--- config.mk ---
export PLATFORM = sky130hd
export DESIGN_NAME = cpu_run_ctrl_flat
export DESIGN_NICKNAME = d
export VERILOG_FILES = /design/src/rtl/cpu_run_ctrl_if.sv /design/src/rtl/cpu_run_ctrl.sv /design/src/flat_wrapper.sv
export SDC_FILE = /design/constraint.sdc
export NUM_CORES = 1
export LEC_CHECK = 0
export BUFFER_PORTS_ARGS = -buffer_cell sky130_fd_sc_hd__buf_2
export CORE_MARGIN = 4
export CORE_UTILIZATION = 35
export DETAILED_ROUTE_END_ITERATION = 12
export GPL_TIMING_DRIVEN = 0
export PLACE_DENSITY = 0.82
export SYNTH_ARGS = -nofsm -noshare
export SYNTH_HDL_FRONTEND = slang
export SYNTH_SLANG_ARGS = --single-unit
--- constraint.sdc ---
create_clock -name S_AXI_ACLK -period 1.75 [get_ports S_AXI_ACLK]
set_clock_uncertainty 0.05 [all_clocks]
set_input_delay 0.4375 -clock S_AXI_ACLK [delete_from_list [all_inputs] [get_ports S_AXI_ACLK]]
set_output_delay 0.4375 -clock S_AXI_ACLK [all_outputs]
set_load 0.1 [all_outputs]
--- src/rtl/cpu_run_ctrl_if.sv ---
// Signal bundle between the AXI-Lite register block, the run controller and the core.
// The controller sits on the slave modport; the register block and core model sit on master.
interface cpu_run_ctrl_if;
  logic [31:0] cpu_ctrl;
  logic [31:0] axi_pc_write;
  logic        axi_pc_we;
  logic [31:0] core_pc;
  logic        core_retire;
  logic        core_ebreak;
  logic        core_en;
  logic        core_rst;
  logic        pc_load;
  logic [31:0] pc_load_val;
  logic [31:0] pc_read;
  logic [31:0] cpu_status;
  logic        cpu_running;
  logic        cpu_halted;
  logic [2:0]  cpu_state;

  modport slave (
    input  cpu_ctrl, axi_pc_write, axi_pc_we, core_pc, core_retire, core_ebreak,
    output core_en, core_rst, pc_load, pc_load_val, pc_read, cpu_status,
           cpu_running, cpu_halted, cpu_state
  );

  modport master (
    output cpu_ctrl, axi_pc_write, axi_pc_we, core_pc, core_retire, core_ebreak,
    input  core_en, core_rst, pc_load, pc_load_val, pc_read, cpu_status,
           cpu_running, cpu_halted, cpu_state
  );
endinterface

--- src/rtl/cpu_run_ctrl.sv ---
// Run/halt/step controller with breakpoint, single-step and EBREAK halting.
// Optional retire counter in status[31:16] when CPU_RUN_CTRL_RETIRE_CNT_EN is defined.
module cpu_run_ctrl #(
    parameter int BP_AW = 12
) (
    input logic          S_AXI_ACLK,
    input logic          S_AXI_ARESET,
    cpu_run_ctrl_if.slave bus
);

    typedef enum logic [2:0] {
        ST_RESET  = 3'd0,
        ST_IDLE   = 3'd1,
        ST_RUN    = 3'd2,
        ST_STEP   = 3'd3,
        ST_HALTED = 3'd4
    } state_t;

    localparam logic [2:0] CAUSE_NONE   = 3'd0;
    localparam logic [2:0] CAUSE_USER   = 3'd1;
    localparam logic [2:0] CAUSE_STEP   = 3'd2;
    localparam logic [2:0] CAUSE_BP     = 3'd3;
    localparam logic [2:0] CAUSE_EBREAK = 3'd4;

    state_t      state, state_nxt;
    logic [2:0]  cause, cause_nxt;
    logic        run_q, step_q, bp_skip, pc_drop;
    logic        pc_load_r;
    logic [31:0] pc_load_val_r;
    logic        run_rise, run_fall, step_rise, soft_rst, bp_en;
    logic        bp_match, bp_hit, retire_v, pc_ok, active, active_nxt, entering;
    logic        core_en_c;
    logic [15:0] retire_lo;
    logic        unused_ctrl_bits;

    assign unused_ctrl_bits = ^{bus.cpu_ctrl[31:16+BP_AW], bus.cpu_ctrl[15:4]};

    assign run_rise  = bus.cpu_ctrl[0] & ~run_q;
    assign run_fall  = ~bus.cpu_ctrl[0] & run_q;
    assign step_rise = bus.cpu_ctrl[1] & ~step_q;
    assign soft_rst  = bus.cpu_ctrl[2];
    assign bp_en     = bus.cpu_ctrl[3];

    assign bp_match = (bus.core_pc[BP_AW+1:2] == bus.cpu_ctrl[16+BP_AW-1:16]);
    assign bp_hit   = (state == ST_RUN) & bp_en & bp_match & ~bp_skip;
    assign retire_v = bus.core_retire & core_en_c;

    assign active     = (state == ST_RUN) || (state == ST_STEP);
    assign active_nxt = (state_nxt == ST_RUN) || (state_nxt == ST_STEP);
    assign entering   = active_nxt & ~active;
    assign pc_ok      = (state == ST_IDLE) || (state == ST_HALTED);

    // core_en is the only combinational control output: a breakpoint must stall the same cycle.
    always_comb begin
        core_en_c = 1'b0;
        case (state)
            ST_RUN:  core_en_c = ~bp_hit;
            ST_STEP: core_en_c = 1'b1;
            default: core_en_c = 1'b0;
        endcase
    end

    always_comb begin
        state_nxt = state;
        cause_nxt = cause;
        if (soft_rst) begin
            state_nxt = ST_RESET;
        end else begin
            case (state)
                ST_RESET: state_nxt = ST_IDLE;
                ST_IDLE, ST_HALTED: begin
                    if (run_rise)       state_nxt = ST_RUN;
                    else if (step_rise) state_nxt = ST_STEP;
                    if ((state == ST_IDLE) && (run_rise || step_rise)) cause_nxt = CAUSE_NONE;
                end
                ST_RUN: begin
                    if (retire_v & bus.core_ebreak) begin
                        state_nxt = ST_HALTED; cause_nxt = CAUSE_EBREAK;
                    end else if (bp_hit) begin
                        state_nxt = ST_HALTED; cause_nxt = CAUSE_BP;
                    end else if (run_fall) begin
                        state_nxt = ST_HALTED; cause_nxt = CAUSE_USER;
                    end
                end
                ST_STEP: begin
                    if (retire_v & bus.core_ebreak) begin
                        state_nxt = ST_HALTED; cause_nxt = CAUSE_EBREAK;
                    end else if (run_fall) begin
                        state_nxt = ST_HALTED; cause_nxt = CAUSE_USER;
                    end else if (retire_v) begin
                        state_nxt = ST_HALTED; cause_nxt = CAUSE_STEP;
                    end
                end
                default: state_nxt = ST_RESET;
            endcase
        end
    end

    // axi_pc_we is a single-cycle strobe with no backpressure: it is taken when halted/idle
    // (pc_load pulses one cycle later) and otherwise dropped with pc_drop recording the loss.
    always_ff @(posedge S_AXI_ACLK or posedge S_AXI_ARESET) begin
        if (S_AXI_ARESET) begin
            state         <= ST_RESET;
            cause         <= CAUSE_NONE;
            run_q         <= 1'b0;
            step_q        <= 1'b0;
            bp_skip       <= 1'b0;
            pc_drop       <= 1'b0;
            pc_load_r     <= 1'b0;
            pc_load_val_r <= 32'd0;
        end else begin
            state     <= state_nxt;
            cause     <= cause_nxt;
            run_q     <= bus.cpu_ctrl[0];
            step_q    <= bus.cpu_ctrl[1];
            pc_load_r <= bus.axi_pc_we & pc_ok;
            if (bus.axi_pc_we & pc_ok) pc_load_val_r <= bus.axi_pc_write;
            // Resuming on a breakpoint address must let that instruction retire once.
            if (entering)      bp_skip <= bp_match;
            else if (retire_v) bp_skip <= 1'b0;
            if ((state == ST_IDLE) && entering)  pc_drop <= 1'b0;
            else if (bus.axi_pc_we & ~pc_ok)     pc_drop <= 1'b1;
        end
    end

`ifdef CPU_RUN_CTRL_RETIRE_CNT_EN
    logic [31:0] retire_cnt;
    always_ff @(posedge S_AXI_ACLK or posedge S_AXI_ARESET) begin
        if (S_AXI_ARESET)                retire_cnt <= 32'd0;
        else if (state_nxt == ST_RESET)  retire_cnt <= 32'd0;
        else if (retire_v)               retire_cnt <= retire_cnt + 32'd1;
    end
    assign retire_lo = retire_cnt[15:0];
`else
    assign retire_lo = 16'd0;
`endif

    assign bus.core_en     = core_en_c;
    assign bus.core_rst    = (state == ST_RESET);
    assign bus.pc_load     = pc_load_r;
    assign bus.pc_load_val = pc_load_val_r;
    assign bus.pc_read     = bus.core_pc;
    assign bus.cpu_state   = state;
    assign bus.cpu_running = active;
    assign bus.cpu_halted  = (state == ST_HALTED);
    assign bus.cpu_status  = {retire_lo, 7'd0, pc_drop, cause, (state == ST_HALTED), active, state};

endmodule

--- src/flat_wrapper.sv ---
// flat-port wrapper written by rule: the top's interface ports become plain ports
module cpu_run_ctrl_flat 
#(
    parameter int BP_AW = 12
)
  (S_AXI_ACLK, S_AXI_ARESET, bus_cpu_ctrl, bus_axi_pc_write, bus_axi_pc_we, bus_core_pc, bus_core_retire, bus_core_ebreak, bus_core_en, bus_core_rst, bus_pc_load, bus_pc_load_val, bus_pc_read, bus_cpu_status, bus_cpu_running, bus_cpu_halted, bus_cpu_state);
  cpu_run_ctrl_if bus_i ();
  input logic S_AXI_ACLK;
  input logic S_AXI_ARESET;
  input wire logic [$bits(bus_i.cpu_ctrl)-1:0] bus_cpu_ctrl;
  input wire logic [$bits(bus_i.axi_pc_write)-1:0] bus_axi_pc_write;
  input wire logic [$bits(bus_i.axi_pc_we)-1:0] bus_axi_pc_we;
  input wire logic [$bits(bus_i.core_pc)-1:0] bus_core_pc;
  input wire logic [$bits(bus_i.core_retire)-1:0] bus_core_retire;
  input wire logic [$bits(bus_i.core_ebreak)-1:0] bus_core_ebreak;
  output wire logic [$bits(bus_i.core_en)-1:0] bus_core_en;
  output wire logic [$bits(bus_i.core_rst)-1:0] bus_core_rst;
  output wire logic [$bits(bus_i.pc_load)-1:0] bus_pc_load;
  output wire logic [$bits(bus_i.pc_load_val)-1:0] bus_pc_load_val;
  output wire logic [$bits(bus_i.pc_read)-1:0] bus_pc_read;
  output wire logic [$bits(bus_i.cpu_status)-1:0] bus_cpu_status;
  output wire logic [$bits(bus_i.cpu_running)-1:0] bus_cpu_running;
  output wire logic [$bits(bus_i.cpu_halted)-1:0] bus_cpu_halted;
  output wire logic [$bits(bus_i.cpu_state)-1:0] bus_cpu_state;
  assign bus_i.cpu_ctrl = bus_cpu_ctrl;
  assign bus_i.axi_pc_write = bus_axi_pc_write;
  assign bus_i.axi_pc_we = bus_axi_pc_we;
  assign bus_i.core_pc = bus_core_pc;
  assign bus_i.core_retire = bus_core_retire;
  assign bus_i.core_ebreak = bus_core_ebreak;
  assign bus_core_en = bus_i.core_en;
  assign bus_core_rst = bus_i.core_rst;
  assign bus_pc_load = bus_i.pc_load;
  assign bus_pc_load_val = bus_i.pc_load_val;
  assign bus_pc_read = bus_i.pc_read;
  assign bus_cpu_status = bus_i.cpu_status;
  assign bus_cpu_running = bus_i.cpu_running;
  assign bus_cpu_halted = bus_i.cpu_halted;
  assign bus_cpu_state = bus_i.cpu_state;
  cpu_run_ctrl #(.BP_AW(BP_AW)) u_core (.S_AXI_ACLK(S_AXI_ACLK), .S_AXI_ARESET(S_AXI_ARESET), .bus(bus_i));
endmodule
==> results.ini, run 1 <==
[clock_network]
cts_inserted_buffers=5
cts.clk_slew.worst_paths_ns=0.09
root_buffer=clkbuf_8
cts_tree=yes
insertion_delay_ns=0.28
clock_path_buffers=2
cts_htree_levels=2
clock_sinks=43

[detailed_routing]
firstDrtPassIters=4
ant_nets=0
via_per_inst=4.34
wirelength_um=7060
drc=0
drt-initial-drc-count=42
vias=2270
post_drt_wl_per_cell_um=13.5

[pwr]
p_leak_nw=2.20
power_density_nw_per_um2=1440
fin_total_pwr_mw=6.13
max-vdd-ir-drop_uv=580

[sta]
layout_setup_ws_ns=-0.334
fin_crit_sh_pct=119
setup_viol_count_final=42
tightest_slew_ns=0.909
tns_ns=-8.20
post-route-min-period_ns=2.08
fmax_mhz=480
rsz0062_at_grt=yes
hold_viol=0
slew_violations=0
maxSlewHeadroom_pct=39.3

[die]
fp.dieW_um=91.6
coreArea_um2=6790
die_h_um=91.6
die_area_um2=8380
start_util_pct=36.0
num_rows=30
ios=205

[run_status]
status=finished, violations left
violations=setup timing

[yosys]
ys_seq_area_share_pct=44.0
synth_area_um2=2440
syn_inst=217
ys_ff_latch=43
yosysUniqueCellTypes=31
synthFlopType=dfrtp_1
async_flop_share_pct=100
synth_edf_count=0
postSynthAreaPerCell_um2=11.3
synthTopCellsByArea=dfrtp_1 44%, buf_4 19%, mux2_2 14%
yosysWarnings=0
synth.top_cell.area_share_pct=44.0
synth_top_cell_by_area=dfrtp_1

[setup_path]
crit_chain=buf_8 -> buf_6 -> nor3b_4 -> buf_6 -> buf_12 -> buf_12
crit_path_max_incr_delay_ns=0.49
setup.worst_path.class=reg -> out
worst_path_max_delay_cell=dfrtp_4
cp-end-kind=output pin
cp_data_arrival_time_ns=1.60
cp_top_family=buffers and inverters
cp-start-kind=register
required_ns=1.26
crit_buf_inv=5
crit_fanout=5

[cells_and_area]
fillers=570
ff_latch_area_um2=1090
area_delta_synth_final_pct=74.2
nNetsFinal=527
drive_above_1_share_pct=71.2
multi_input_area_um2=1090
diodes=0
layoutNonFillerInstCount=523

[global_routing]
overflow=0
antenna_found_initial=0
track_usage_pct=16.0
grt_pass1_wl_um=11000
grt_pass1_vias=2375
grt_start_max_net_pins=44

[placed_design]
port_buffers=145
gp_congestion=0.818
pre_cts_slack_ns=-0.552
place_hpwl_um=5060
dp.cells=480

[flow_run]
drv_cap=0

[hold_path]
hp-class=in -> reg

## layer usage
layer / track usage, % / vias up / part of all wire, %
met5: 0 / - / 0
met4: 3.27 / 0 / 1.1
met3: 3.48 / 10 / 7.8
met2: 30.2 / 117 / 54
met1: 18.3 / 1068 / 37
li1: - / 1075 / -
## power by group
group	switching, mW	internal [mW]	leakage [nW]	total (mW)
clock network	0.343	0.569	0.0644	0.912
registers	0.132	1.25	0.511	1.38
logic	2.95	0.889	1.63	3.84
## final timing paths
kind | start | end | slack [ns] | cells past startpoint
worst max-delay path | u_core.bus.cpu_state[0] | bus_cpu_status[4] | -0.33 | 6
worst min register to register | u_core.bus.pc_load_val[2] | u_core.bus.pc_load_val[2] | 0.46 | 1
worst min-delay path | bus_cpu_ctrl[1] | u_core.step_q | 0.25 | 1
max in group asynchronous | S_AXI_ARESET | u_core.bus.cpu_state[2] | 0.69 | 2
worst max register to register | u_core.bus.cpu_state[0] | u_core.bus.pc_load_val[17] | -0.25 | 8
min in group asynchronous | S_AXI_ARESET | u_core.bus.pc_load_val[21] | 0.30 | 2
## synth_stat cells, types with 2 or more instances
cell type / number
mux2_2: 30
nor2_1: 7
nor3_1: 3
xnor2_1: 12
dfrtp_1: 43
buf_4: 63
o21ai_0: 6
nand3_1: 4
a21oi_1: 3
o22a_1: 2
inv_1: 3
a32o_1: 2
nand2b_1: 5
nand2_1: 7
nand4_1: 6
mux2_1: 2
nor2b_1: 3
buf_6: 3
## area by class of cell
class,count,share of cell area [%]
Buffer,66,13.0
Sequential cell,43,25.5
Inverter,3,0.353
Timing Repair Buffer,181,29.4
Clock inverter,3,1.59
Multi-Input combinational cell,126,25.7
Tap cell,96,2.82
Clock buffer,5,1.62
## registers in the layout, summed over array words and instances, names as in the netlist
register / flops
u_core.run_q: 1
u_core.bus.pc_load: 1
u_core.bus.pc_load_val: 32
u_core.pc_drop: 1
u_core.bus.cpu_state: 3
u_core.cause: 3
u_core.step_q: 1
u_core.bp_skip: 1
## kinds of logic after synthesis
family                    synth area share [%]
AOI/OAI and AO/OA                         5.38
xor gates and xnor gates                  4.97
and+or+nand+nor                           9.32
muxes                                     14.7
other                                    0.153
DFF                                       44.0
buffers and inverters                     21.4
## repair_timing
item | CTS | global route
resized for setup | 53 | 25
hold buffers | 0 | 0
endpoints found under the setup margin | 38 | 46
setup buffers | 27 | 6
cloned | 3 | 0
pin swaps | 7 | 10
## metrics by stage
stage,area [um2],utilization (%),hold WS [ns]
after CTS,4140,60.9,0.228
after global routing,4260,62.7,0.226
final,4260,62.7,0.245
after detailed placement,3490,51.4,0.422
after global placement,3490,51.4,0.417
after floorplan,2650,-,0.419
## worst reg2reg max path: cells and delay by family (launching register included)
family	cells	cell delay, ns
DFF	1	0.49
muxes	1	0.32
xor gates and xnor gates	1	0.13
and+or+nand+nor	1	0.22
buffers and inverters	5	0.66
## placed cells by master (no fill, tap or decap), types with 3 or more instances in the layout
cell,n
a21oi_1,3
buf_12,10
buf_2,133
buf_4,80
buf_6,13
buf_8,6
clkbuf_8,5
conb_1,23
dfrtp_1,40
dfrtp_4,3
mux2_2,14
mux2_4,18
nand2_1,6
nand2b_1,4
nand3_1,4
nand4_1,6
nor2_1,6
o21ai_1,3
xnor2_1,12
(Power assumes the default switching activity.)
==> run 2: changes to the inputs <==
--- a/config.mk
+++ b/config.mk
@@ -6,10 +6,8 @@
 export NUM_CORES = 1
 export LEC_CHECK = 0
 export BUFFER_PORTS_ARGS = -buffer_cell sky130_fd_sc_hd__buf_2
-export CORE_MARGIN = 4
 export CORE_UTILIZATION = 35
 export DETAILED_ROUTE_END_ITERATION = 12
-export GPL_TIMING_DRIVEN = 0
 export PLACE_DENSITY = 0.82
 export SYNTH_ARGS = -nofsm -noshare
 export SYNTH_HDL_FRONTEND = slang
==> run 2 against run 1 <==
  * Clock-buffer cell count did not move
  * Global-route usage fell by 1.3 points
  * Flip-flop and latch count did not move
  * Non-clock buffer count fell by 72
  * Register-to-register slack improved by 0.12 ns
  * Wire length fell by 18%
  * Die area fell by 13%
  * Critical path type unchanged
  * Clock power fell by 16%
  * Critical endpoint is now bus_core_en
  * The run still ends with setup timing left
  * Worst setup slack improved by 0.057 ns
==> results.ini, run 2 (synthesis results as in run 1) <==
[run_status]
status=finished, violations left
violations=setup timing

[clock_network]
root_buffer=clkbuf_8
clock_path_buffers=2  ; unchanged
cts_htree_levels=2  ; unchanged
cts_tree=yes
cts.clk_slew.worst_paths_ns=0.08  ; about the same
cts_inserted_buffers=5  ; unchanged
clock_sinks=43  ; unchanged
insertion_delay_ns=0.29  ; about the same

[detailed_routing]
wirelength_um=5810  ; -18%
drt-initial-drc-count=33  ; -21%
ant_nets=0  ; unchanged
via_per_inst=4.46  ; +2.8%
firstDrtPassIters=4  ; unchanged
post_drt_wl_per_cell_um=13.4  ; -1.0%
vias=1940  ; -15%
drc=0  ; unchanged

[die]
coreArea_um2=6760  ; -0.55%
start_util_pct=36.2  ; +0.20 points
die_area_um2=7320  ; -13%
die_h_um=85.6  ; -6.6%
fp.dieW_um=85.6  ; -6.6%
ios=205  ; unchanged
num_rows=30  ; unchanged

[global_routing]
grt_pass1_wl_um=8600  ; -22%
grt_start_max_net_pins=34  ; -23%
track_usage_pct=14.7  ; -1.3 points
grt_pass1_vias=1879  ; -21%
overflow=0  ; unchanged
antenna_found_initial=0  ; unchanged

[pwr]
power_density_nw_per_um2=1450  ; +0.83%
p_clk_share_pct=13.6  ; -1.3 points
p_leak_nw=1.87  ; -15%
pwr-share-seq_pct=24.3  ; +1.8 points
p_sw_share_pct=56.6  ; +0.73 points
p_comb_share_pct=62.1  ; -0.5 points
switching_power_mw=3.19  ; -6.9%
max-vdd-ir-drop_uv=687  ; +18%
internal-power_mw=2.44  ; -9.6%

[sta]
tightest_slew_ns=0.578  ; -0.331 ns
maxSlewHeadroom_pct=61.2  ; +22 points
post-route-min-period_ns=2.03  ; -0.0565 ns
slew_violations=0  ; unchanged
tns_ns=-4.28  ; +3.92 ns
layout_setup_ws_ns=-0.277  ; +0.0565 ns
holdWs_ns=0.0776  ; -0.168 ns
hold_viol=0  ; unchanged
fin_crit_sh_pct=116  ; -3.2 points
rsz0062_at_grt=yes
fmax_mhz=493  ; +2.8%
setup_viol_count_final=40  ; -4.8%

[placed_design]
pre_cts_slack_ns=-0.425  ; +0.127 ns
postPlaceCellArea_um2=3440  ; -1.6%
gp_congestion=0.820  ; +0.28%
port_buffers=125  ; -14%
place_hpwl_um=4270  ; -16%

[setup_path]
worst_path_max_delay_cell=dfrtp_4
r2r_slack_ns=-0.13  ; +0.12 ns
crit_fanout=3  ; -2
cp_data_arrival_time_ns=1.54  ; -0.06 ns
cp-end-kind=output pin
crit_path_max_incr_delay_ns=0.51  ; +0.02 ns
worstRegToRegCells=6  ; -2
crit_chain=nor2_4 -> nand2_2 -> nor4_4 -> nor2_4 -> buf_12
rr_endpoint=u_core.bus.pc_load_val[4]
cp-start-kind=register
path_common_cell=nor2_4
timing.rr.start=u_core.bus.cpu_state[0]
required_ns=1.26  ; about the same
setup.worst_path.class=reg -> out

[cells_and_area]
drive_above_1_share_pct=66.5  ; -4.7 points
layout_commonest_cell=buf_2
stdcell_area_um2=3880  ; -8.9%
diodes=0  ; unchanged
area_delta_synth_final_pct=58.8
nNetsFinal=455  ; -14%
layout_common_cells=101 x buf_2, 40 x dfrtp_1, 39 x buf_4
largest_register_ffs=32  ; unchanged

[hold_path]
hp-class=in -> async

[flow_run]
drv_cap=0  ; unchanged

==> run 2: power groups by stage <==
| stage | Sequential, mW | Clock (mW) | Combinational (mW) |
|---|---|---|---|
| global placement | 1.38 | 0 | 3.33 |
| finish | 1.37 | 0.765 | 3.50 |
| detailed placement | 1.40 | 0 | 3.36 |
| global route | 1.40 | 0.837 | 3.60 |
| CTS | 1.37 | 0.799 | 3.42 |
| floorplan | 3.19 | 0 | 1.21 |
==> run 2: cell type report <==
| type | instances | area, um2 |
|---|---|---|
| inverter | 3 | 15.0 |
| timing repair buffer | 175 | 1500 |
| clock buffer | 5 | 68.8 |
| clock inverter | 3 | 43.8 |
| multi-input combinational | 126 | 1070 |
| fill | 545 | 2880 |
| tap | 80 | 100 |
| sequential | 43 | 1090 |
==> run 2: routing by layer <==
| layer | track usage [%] | vias to the layer above | part of all wire, % |
|---|---|---|---|
| li1 | - | 932 | - |
| met1 | 17.0 | 901 | 40 |
| met2 | 27.1 | 97 | 52 |
| met3 | 3.46 | 10 | 6.3 |
| met4 | 4.24 | 0 | 1.3 |
| met5 | 0 | - | 0 |
==> run 2: worst max-delay path by stage <==
stage	start	endpoint	slack (ns)	cells after the start
floorplan	u_core.bus.cpu_state[0]	bus_cpu_status[4]	-0.75	3
global placement	bus_cpu_ctrl[16]	bus_core_en	-0.40	6
detailed placement	bus_cpu_ctrl[23]	bus_core_en	-0.42	6
CTS	u_core.bus.cpu_state[0]	bus_core_en	-0.29	5
global route	u_core.bus.cpu_state[0]	bus_core_en	-0.35	5
finish	u_core.bus.cpu_state[0]	bus_core_en	-0.28	5
==> run 2: repair_timing <==
action,CTS,global route
resized for setup,12,9
gates cloned,0,4
endpoints found under the setup margin,8,41
hold buffers,0,0
pin swaps,5,4
setup buffers,9,5
==> run 2: worst max-delay path, delay by kind of cell (launching register included) <==
family | cells | cell delay, ns
DFF | 1 | 0.51
buffers and inverters | 1 | 0.17
and+or+nand+nor | 4 | 0.56
==> run 2: per-stage QoR <==
stage / cells / utilization (%) / total power, mW
2_1_floorplan: 239 / - / 4.40
3_3_place_gp: 409 / 50.9 / 4.71
3_5_place_dp: 409 / 50.9 / 4.76
4_1_cts: 426 / 54.6 / 5.59
5_1_grt: 435 / 57.4 / 5.84
6_report: 435 / 57.4 / 5.63
==> run 3: changes to the inputs <==
--- a/config.mk
+++ b/config.mk
@@ -8,7 +8,7 @@
 export BUFFER_PORTS_ARGS = -buffer_cell sky130_fd_sc_hd__buf_2
 export CORE_UTILIZATION = 35
 export DETAILED_ROUTE_END_ITERATION = 12
-export PLACE_DENSITY = 0.82
+export PLACE_DENSITY_LB_ADDON = 0.3
 export SYNTH_ARGS = -nofsm -noshare
 export SYNTH_HDL_FRONTEND = slang
 export SYNTH_SLANG_ARGS = --single-unit
==> run 3 against run 2 <==
  * The run still ends with setup timing left
  * Wire length is 9.7% higher
  * First-iteration DRC count is 45% higher
  * Clock power is 20% lower
  * Utilization increased by 2.3 points
  * Total power grew 0.85%
  * Register-to-register slack lost 0.16 ns
  * Flip-flop and latch count did not move
  * Worst hold slack improved by 0.043 ns
  * Sequential power barely moved
  * Die area is the same
  * Global-route usage increased by 0.75 points
  * Critical endpoint is now bus_cpu_status[4]
  * Largest cell class unchanged
==> results.ini, run 3 (synthesis results as in run 1) <==
[cells_and_area]
area_delta_synth_final_pct=65.2
multi_input_area_um2=1220  ; +14%
ff_latch_area_um2=1090  ; unchanged
layout_commonest_cell=buf_2
final_util_pct=59.8  ; +2.3 points
largest_register_ffs=32  ; unchanged
drive_above_1_share_pct=69.0  ; +2.5 points
stdcell_area_um2=4040  ; +4.1%
fillers=561  ; +2.9%
diodes=0  ; unchanged
nNetsFinal=458  ; +0.66%
layoutNonFillerInstCount=438  ; +0.69%
layout_common_cells=101 x buf_2, 40 x dfrtp_1, 33 x buf_4

[sta]
setup_viol_count_final=48  ; +20%
fmax_mhz=487  ; -1.2%
rsz0062_at_grt=yes
slew_violations=0  ; unchanged
holdWs_ns=0.121  ; +0.0430 ns
hold_viol=0  ; unchanged
post-route-min-period_ns=2.05  ; +0.0245 ns
fin_crit_sh_pct=117  ; +1.4 points
layout_setup_ws_ns=-0.301  ; -0.0245 ns

[die]
coreArea_um2=6760  ; unchanged
start_util_pct=36.2  ; unchanged
ios=205  ; unchanged
num_rows=30  ; unchanged
die_h_um=85.6  ; unchanged
die_area_um2=7320  ; unchanged
fp.dieW_um=85.6  ; unchanged

[detailed_routing]
via_per_inst=4.52  ; +1.4%
ant_nets=0  ; unchanged
drt-initial-drc-count=48  ; +45%
drc=0  ; unchanged
vias=1980  ; +2.1%
wirelength_um=6380  ; +9.7%
firstDrtPassIters=4  ; unchanged
post_drt_wl_per_cell_um=14.6  ; +8.9%

[setup_path]
crit_path_max_incr_delay_ns=0.51  ; about the same
endpoint=bus_cpu_status[4]
worstRegToRegCells=8  ; +2
crit_start=u_core.bus.cpu_state[0]
cp-start-kind=register
setup.worst_path.class=reg -> out
cp_data_arrival_time_ns=1.56  ; +0.02 ns
path_common_cell=buf_6
timing.rr.start=u_core.bus.cpu_state[0]
crit_chain=buf_6 -> buf_8 -> nor3b_4 -> buf_6 -> buf_12
crit_fanout=3  ; unchanged
required_ns=1.26  ; about the same
cp-end-kind=output pin
r2r_slack_ns=-0.29  ; -0.16 ns
worst_path_max_delay_cell=dfrtp_4
rr_endpoint=u_core.bus.pc_load_val[10]

[pwr]
max-vdd-ir-drop_uv=463  ; -33%
p_leak_nw=2.00  ; +6.7%
fin_total_pwr_mw=5.68  ; +0.85%
power_density_nw_per_um2=1410  ; -3.1%

[run_status]
violations=setup timing
status=finished, violations left

[placed_design]
postPlaceCellArea_um2=3450  ; +0.36%
gp_congestion=0.876  ; +6.7%
place_hpwl_um=4490  ; +5.1%
dp.cells=409  ; unchanged
port_buffers=125  ; unchanged

[global_routing]
track_usage_pct=15.5  ; +0.75 points
antenna_found_initial=0  ; unchanged
grt_start_max_net_pins=44  ; +29%
grt_pass1_wl_um=8850  ; +3.0%
grt_pass1_vias=1895  ; +0.85%
overflow=0  ; unchanged

[clock_network]
cts_inserted_buffers=5  ; unchanged
ctsHoldBuffers=0  ; unchanged
cts_tree=yes
clock_path_buffers=2  ; unchanged
cts_htree_levels=2  ; unchanged
insertion_delay_ns=0.29  ; about the same
cts.clk_slew.worst_paths_ns=0.09  ; about the same
clock_sinks=43  ; unchanged
root_buffer=clkbuf_8

[hold_path]
hp-class=in -> async

[flow_run]
drv_cap=0  ; unchanged

-- run 3: changes by cell type in the layout (fill, tap and decap cells not counted), moves of 3 or more --
cell     change
o21ai_0      -4
buf_4        -6
buf_12       -3
buf_6       +11
mux2_2      -27
mux2_4      +28
-- run 3: worst min path at each step --
stage | startpoint | end | depth (start not counted)
after floorplan | bus_cpu_ctrl[0] | u_core.run_q | 0
after global placement | u_core.bus.pc_load_val[28] | u_core.bus.pc_load_val[28] | 1
after CTS | S_AXI_ARESET | u_core.bus.pc_load_val[19] | 3
final | S_AXI_ARESET | u_core.bus.cpu_state[1] | 3
after global routing | S_AXI_ARESET | u_core.bus.pc_load_val[14] | 3
after detailed placement | u_core.bus.pc_load_val[28] | u_core.bus.pc_load_val[28] | 1
-- run 3: per-layer routing --
layer,track usage (%),up-vias,part of all wire (%)
met2,28.2,112,53
met3,5.39,6,8.9
met1,17.1,932,37
met4,4.39,0,0.86
li1,-,930,-
met5,0,-,0
-- run 3: timing repair --
action,in CTS,in global routing
hold endpoints to repair,0,0
cloned,0,4
pin swaps,6,16
endpoints found under the setup margin,6,49
resized for setup,21,52
buffers inserted,12,6
-- run 3: report_power, final --
group	leakage [nW]	switching, mW	internal [mW]	total [mW]
sequential	0.511	0.132	1.25	1.38
clock	0.0412	0.336	0.279	0.615
combinational	1.45	2.77	0.914	3.68
total	2.00	3.24	2.44	5.68
-- run 3: through the flow --
step | setup TNS [ns] | worst slack, ns
floorplan | -11.43 | -0.748
global placement | -1.20 | -0.398
detailed placement | -1.30 | -0.426
CTS | -7.96 | -0.313
global route | -12.33 | -0.350
finish | -10.36 | -0.301
-- run 3: area by class of cell --
class / instances / area share [%]
repair buffers: 178 / 37.9
flip-flops and latches: 43 / 26.9
well taps: 80 / 2.48
clock buffers: 6 / 1.80
multi-input cells: 126 / 30.2
inverters: 3 / 0.372
clock inverters: 2 / 0.310
-- run 3: worst max-delay path: cells and delay by family, from the launching register on --
| family | cells | cell delay [ns] |
|---|---|---|
| DFF | 1 | 0.51 |
| buffers and inverters | 4 | 0.57 |
| and+or+nand+nor | 1 | 0.18 |
